==> config.mk <==
export PLATFORM = sky130hd
export DESIGN_NAME = hilo_acc_unit
export DESIGN_NICKNAME = d
export VERILOG_FILES = /design/src/rtl/hilo_acc_unit.sv
export SDC_FILE = /design/constraint.sdc
export NUM_CORES = 2
export LEC_CHECK = 0
export ABC_CLOCK_PERIOD_IN_PS = 24200
export CORE_UTILIZATION = 31
export CTS_BUF_LIST = sky130_fd_sc_hd__clkbuf_4 sky130_fd_sc_hd__clkbuf_8
export DETAILED_ROUTE_END_ITERATION = 10
export HOLD_SLACK_MARGIN = 0.15
export PLACE_DENSITY = 0.55
export SLEW_MARGIN = 20
export SYNTH_ARGS = -nofsm -noshare
export SYNTH_HDL_FRONTEND = slang
export SYNTH_SLANG_ARGS = --single-unit
==> constraint.sdc <==
create_clock -name clk -period 24.2 [get_ports clk]
set_input_delay 3.63 -clock clk [delete_from_list [all_inputs] [get_ports clk]]
set_output_delay 3.63 -clock clk [all_outputs]
set_load 0.01 [all_outputs]
==> src/rtl/hilo_acc_unit.sv <==
// HI/LO special registers with independent half writes and a two-cycle
// multiply-accumulate engine (MADD/MADDU/MSUB/MSUBU) that updates {HI,LO} in place.
module hilo_acc_unit #(
    parameter int DW = 32
) (
    input  logic          clk,
    input  logic          rst,
    input  logic          we_hi,
    input  logic          we_lo,
    input  logic [DW-1:0] hi_i,
    input  logic [DW-1:0] lo_i,
    input  logic          acc_valid,
    input  logic [1:0]    acc_op,
    input  logic [DW-1:0] acc_a,
    input  logic [DW-1:0] acc_b,
    input  logic          flush,
    output logic          acc_busy,
    output logic          acc_done,
    output logic [DW-1:0] hi_o,
    output logic [DW-1:0] lo_o
);

    typedef enum logic [1:0] {
        S_IDLE = 2'd0,
        S_MUL  = 2'd1,
        S_ACC  = 2'd2
    } state_t;

    state_t          r_state;
    state_t          w_state_nxt;
    logic            r_busy;
    logic            w_commit;

    logic [DW-1:0]   r_hi;
    logic [DW-1:0]   r_lo;
    logic [DW-1:0]   r_a_p0;
    logic [DW-1:0]   r_b_p0;
    logic [1:0]      r_op_p0;
    logic [2*DW-1:0] r_prod_p1;

    logic [2*DW-1:0] w_a_ext;
    logic [2*DW-1:0] w_b_ext;
    logic [2*DW-1:0] w_prod;
    logic [2*DW-1:0] w_acc_cur;
    logic [2*DW-1:0] w_acc_nxt;

    // Widen an operand to 2*DW; the low 2*DW bits of the widened product are
    // then exact for both signed and unsigned operands.
    function automatic logic [2*DW-1:0] widen(input logic [DW-1:0] v, input logic sgn);
        return sgn ? {{DW{v[DW-1]}}, v} : {{DW{1'b0}}, v};
    endfunction

    function automatic logic [2*DW-1:0] accumulate(input logic [2*DW-1:0] acc,
                                                   input logic [2*DW-1:0] prod,
                                                   input logic            sub);
        return sub ? (acc - prod) : (acc + prod);
    endfunction

    always_comb begin
        w_state_nxt = r_state;
        w_commit    = 1'b0;
        case (r_state)
            S_IDLE: if (acc_valid && !flush) w_state_nxt = S_MUL;
            S_MUL:  w_state_nxt = flush ? S_IDLE : S_ACC;
            S_ACC: begin
                w_state_nxt = S_IDLE;
                w_commit    = !flush && !rst;
            end
            default: w_state_nxt = S_IDLE;
        endcase
    end

    always_ff @(posedge clk) begin
        if (rst) begin
            r_state <= S_IDLE;
            r_busy  <= 1'b0;
        end else begin
            r_state <= w_state_nxt;
            r_busy  <= (w_state_nxt != S_IDLE);
        end
    end

    // Stage p0: operand latch on start
    always_ff @(posedge clk) begin
        if (rst) begin
            r_a_p0  <= '0;
            r_b_p0  <= '0;
            r_op_p0 <= '0;
        end else if (r_state == S_IDLE && acc_valid && !flush) begin
            r_a_p0  <= acc_a;
            r_b_p0  <= acc_b;
            r_op_p0 <= acc_op;
        end
    end

    // Stage p1: registered product, computed during MUL
    assign w_a_ext = widen(r_a_p0, ~r_op_p0[0]);
    assign w_b_ext = widen(r_b_p0, ~r_op_p0[0]);
    assign w_prod  = w_a_ext * w_b_ext;

    always_ff @(posedge clk) begin
        if (rst) begin
            r_prod_p1 <= '0;
        end else if (r_state == S_MUL) begin
            r_prod_p1 <= w_prod;
        end
    end

    // Stage p2: accumulate onto the live HI/LO; direct writes override per half
    assign w_acc_cur = {r_hi, r_lo};
    assign w_acc_nxt = accumulate(w_acc_cur, r_prod_p1, r_op_p0[1]);

    always_ff @(posedge clk) begin
        if (rst) begin
            r_hi <= '0;
            r_lo <= '0;
        end else begin
            if (we_hi)         r_hi <= hi_i;
            else if (w_commit) r_hi <= w_acc_nxt[2*DW-1:DW];
            if (we_lo)         r_lo <= lo_i;
            else if (w_commit) r_lo <= w_acc_nxt[DW-1:0];
        end
    end

    assign acc_busy = r_busy;
    assign acc_done = w_commit;
    assign hi_o     = r_hi;
    assign lo_o     = r_lo;

endmodule

== Yosys cells after proc, flatten, opt, wreduce, memory -nomap -nowiden ==
Index checks and enable logic that the tools add are counted.
Word-level totals
  register bits: 197
  input bits: 136
  output and inout port bits: 66
  logic and storage cells: 34
Operators by class
  $add $sub $neg: 2
  $mul: 1
  equality and inequality tests: 2
  muxes and demuxes: 11
  reductions and logical operators: 10
Operators with widths (number)
  2-to-1 mux 64 bit: 3
  2-to-1 mux 32 bit: 4
  adder 64 bit: 1
  multiplier 64 x 64 -> 64 bit: 1
  subtractor 64 bit: 1
  nonzero test 2 bit: 3
  logical AND 1 bit: 4
  2-to-1 mux 2 bit: 2
  case mux 2 bit (2 select lines): 1
  == test 2 x 1 -> 1 bit, second input constant: 1
  == test 2 bit, second input constant: 1
  logical NOT 1 bit: 2
  logical NOT 2 bit: 1
  2-to-1 mux 1 bit: 1

== Logic depth before layout (Yosys ltp) ==
  depth in word-level cells: 5
  mapped depth: 35
  gate-level depth less buffers: 34

== Worst setup path after synthesis ==
No wires, ideal clock.
  kind: flip-flop to flip-flop
  start point: register r_a_p0[31]
  end point: register r_prod_p1[58]
  library setup time: 0.106 ns
  arrival time: 9.194 ns
  slack: 14.900 ns
  cell stages (with the launch flop): 32
  path buffers: 3
  cell sequence: dfxtp_1 -> nor2b_1 -> clkbuf_1 -> clkbuf_1 -> nand2_1 -> fa_1 -> inv_1 -> fa_1 -> fa_1 -> inv_1 -> fa_1 -> inv_1 -> fa_1 -> fa_1 -> fa_1 -> fa_1 -> fa_1 -> inv_1 -> fa_1 -> inv_1 -> ha_1 -> clkbuf_1 -> a21o_1 -> a211oi_1 -> o211ai_1 -> o21ai_0 -> o31a_1 -> a31oi_1 -> a31oi_1 -> o21ai_0 -> or4b_1 -> o311ai_0
Between the ends
  word-level cells in the longest chain between the ends: 2
Ends and longest elaborated chain
  start, declared: line 36  | logic [DW-1:0] r_a_p0;
  start signal, assigned: line 86  | r_a_p0 <= '0;
  start signal, assigned: line 90  | r_a_p0 <= acc_a;
  2-to-1 mux 64 bit: line 50  | return sgn ? {{DW{v[DW-1]}}, v} : {{DW{1'b0}}, v};
  multiplier 64 x 64 -> 64 bit: line 99  | assign w_prod = w_a_ext * w_b_ext;
  end signal, assigned: line 105  | r_prod_p1 <= w_prod;
  end, declared: line 39  | logic [2*DW-1:0] r_prod_p1;
Every way passes these cells.
A chain may end at the register's enable or synchronous reset.

== Final worst setup path ==
  start point: register r_op_p0[0]
  end point: register r_prod_p1[58]
Between the ends
  word-level cells in the longest chain between the ends: 2
  elaborated cells between the ends (all ways): 3
Ends and longest elaborated chain
  start, declared: line 38  | logic [1:0] r_op_p0;
  start signal, assigned: line 92  | r_op_p0 <= acc_op;
  2-to-1 mux 64 bit: line 50
  multiplier 64 x 64 -> 64 bit (*): line 99
Every way passes the cells marked *; elsewhere a longest branch is shown, timed or not.

==> impl_results.md <==
* Req. time, crit path at roughly 25000 ps
* Die Y at roughly 440 um
* ANT nets after route at 0
* Worst r2r path cells at 31
* Die area at a little under 200000 um2
* Slew @ Worst Pin at ~1100 ps
* Sequential area share after synthesis at between 6 and 7%
* Area occupied by multi-input gates at roughly 50000 um2
* Core ar. at 193000 um2
* Final Hold Violating Endpoints at 0
* Clk_skew at between 50 and 60 ps
* Setup Buffers After CTS at 0
* Cell Area, Synth at between 60000 and 70000 um2
* Highest Clock Rate at between 0.09 and 0.1 GHz
* Row count at 161
* Mapped Cells at between 6000 and 7000
* Wirelength per Cell at around 20 um
* Leakage at approximately 32 nW
* Antenna violations before repair at 17
* Fin. max-slew vios at 0
* Max_cap viols at 0
* P&R area growth vs syn at 8.11%
* Most used cell, CP: fa_1
* CTS sink cnt at between 150 and 200
* CP max stage delay at between 900 and 1000 ps
* Congestion Overflow GR at 0
* Die X at roughly 440 um
* Most common cell after layout, fill and taps aside: inv_1
* DR vias at around 45000
* DRC violations left at 0
* CTS Hold Buffers Added at 0
* DRT Pass-1 Iters at 5
* Filler Cell Count at about 20000
* Clock latency on the worst-skew pair at ~740 ps
* First-pass GRT wire length at between 200000 and 300000 um
* Post-cts resize count at 0
* Critical-path top delay cell: fa_1
* Fraction of registers with async set/reset at 0%
* Number of global-route vias before repair at between 40000 and 50000
* Crit-path max FO at 31
* Top FF cell, synth: dfxtp_1
* CTS tree: yes
* Post-DP HPWL at 154000 um
* Minimum clock period at between 10000 and 15000 ps
* Clock transition at path regs at approximately 170 ps
* Share of layout cells above drive strength 1 at under 10%
* Commonest cells after routing, fill and taps aside: inv_1, fa_1, nand2_1
* Hold path cells at 2
* TNS Setup at 0 ps
* Hold Crit Class: register to register
* Final Util at roughly a third
* DR vias/cell at ~4.8
* Worst hold slack at 466 ps
* Mapped Avg Cell Area at 8.89 um2
* I/O pin cnt at roughly 200
* Status: finished clean
* Clk buf depth at 2
* Worst IR Drop VDD at 0.0563 mV
* Routed WL at approximately 190000 um
* Slew margin rel. at 28.1%
* Fin nets at just under 9000
* Crit path DAT at about 11000 ps
* RSZ-0062 raised after global routing: no
* Pin count of the biggest net entering global routing at between 80 and 90
* Netlist cell types at 85
* Flops & latches, synth at around 200
* Crit start category: register
* Iteration-0 DRC Markers at roughly 2900
* Post-synth EDFFs at 0
* Register area at 3960 um2
* P per Cell Area at roughly 26 nW/um2
* Final critical-path share of the clock period at between 40 and 50%
* Initial Utilization at a little under a third
* GPL Wtd Cong at a little over 0.9
* Buffers on Ports at between 200 and 250
* CTS Buf Count at 17
* Syn_nets at between 8000 and 9000
* Clock tree root driver cell: clkbuf_8
* Global Route Usage Sum at 19.5%
* CP Class: register to register
* Setup crit end kind: register
* Final setup vio count at 0
* Max H-tree Level at 4
* Synth Warn # at 0
## Yosys cell counts (10+ instances only)
cell type	count	area share [%]
nand3_1	31	0.26
nand2b_1	14	0.15
a21oi_1	347	2.9
mux2i_1	10	0.17
and3_1	17	0.18
o21bai_1	22	0.27
nand4_1	29	0.30
ha_1	379	7.9
nor2b_1	16	0.17
o211a_1	17	0.28
o21ai_0	100	0.83
dfxtp_1	197	6.6
nor3_1	49	0.41
xor2_1	49	0.71
o31ai_1	11	0.14
a31oi_1	37	0.38
or3_1	17	0.18
a21o_1	68	0.85
buf_1	24	0.15
o21ai_1	15	0.12
o21a_1	24	0.30
a211oi_1	27	0.34
nor2_1	168	1.0
xnor2_1	181	2.6
nand2_1	873	5.4
fa_1	1416	47
and2_1	595	6.2
clkbuf_1	320	2.0
o211ai_1	19	0.24
inv_1	1567	9.8
## where the power goes
part	leakage, nW	switching (mW)	internal, mW
clock network	0.205	0.180	0.0820
logic	30.0	0.665	0.419
registers	1.62	0.0316	0.341
## layout make-up
class,instances,area share (%)
multi-input combinational,4662,75.4
clock inverter,13,0.225
tap,2526,4.86
clock buffer,19,0.392
timing repair buffer,275,3.95
sequential,197,6.09
inverter,1567,9.04
antenna,6,0.0231
## per-layer routing
layer	vias to the layer above	wire, um	track usage, %
met5	-	130	0
met1	22800	85300	27.1
li1	20100	-	-
met3	207	15000	4.42
met4	22	5050	5.15
met2	1455	82200	30.4
## through the flow
stage / cells / instance area [um2] / power (mW) / setup WS [ps]
final: 9265 / 65100 / 1.72 / 14180
after global routing: 9260 / 65000 / 1.86 / 13590
after CTS: 9259 / 65000 / 1.73 / 14170
after detailed placement: 9227 / 64600 / 1.46 / 14260
after global placement: 9227 / 64600 / 1.45 / 14170
after floorplan: 6773 / 60200 / 1.13 / 14900
## critical path, delay by kind of cell (launching register included)
kind / cells / cell delay (ps)
compound gates: 9 / 1710
fa+ha+maj: 11 / 6110
buf+inv: 8 / 920
flops: 1 / 430
simple gates: 3 / 700
## state kept, by name, summed over array words and instances, names as in the netlist
signal and cells:
r_prod_p1 64, hi_o 32, lo_o 32, r_a_p0 32, r_b_p0 32, r_op_p0 2
r_state 2, acc_busy 1
## kinds of logic after synthesis
kind of cell / count (synthesis) / synth area share, %
XOR/XNOR: 231 / 3.37
AND/OR/NAND/NOR: 1854 / 15.0
buffers and inverters: 1914 / 12.0
adder cells (fa/ha/maj): 1796 / 55.0
AO/OA/AOI/OAI: 769 / 7.88
flip-flops: 197 / 6.55
multiplexers: 12 / 0.204
## final timing paths
check	start	to	slack, ps
min reg2reg	r_b_p0[12]	r_b_p0[12]	470
max	r_op_p0[0]	r_prod_p1[58]	14180
min	r_b_p0[12]	r_b_p0[12]	470
max reg2reg	r_op_p0[0]	r_prod_p1[58]	14180
Power figures use the tool's default switching activity.
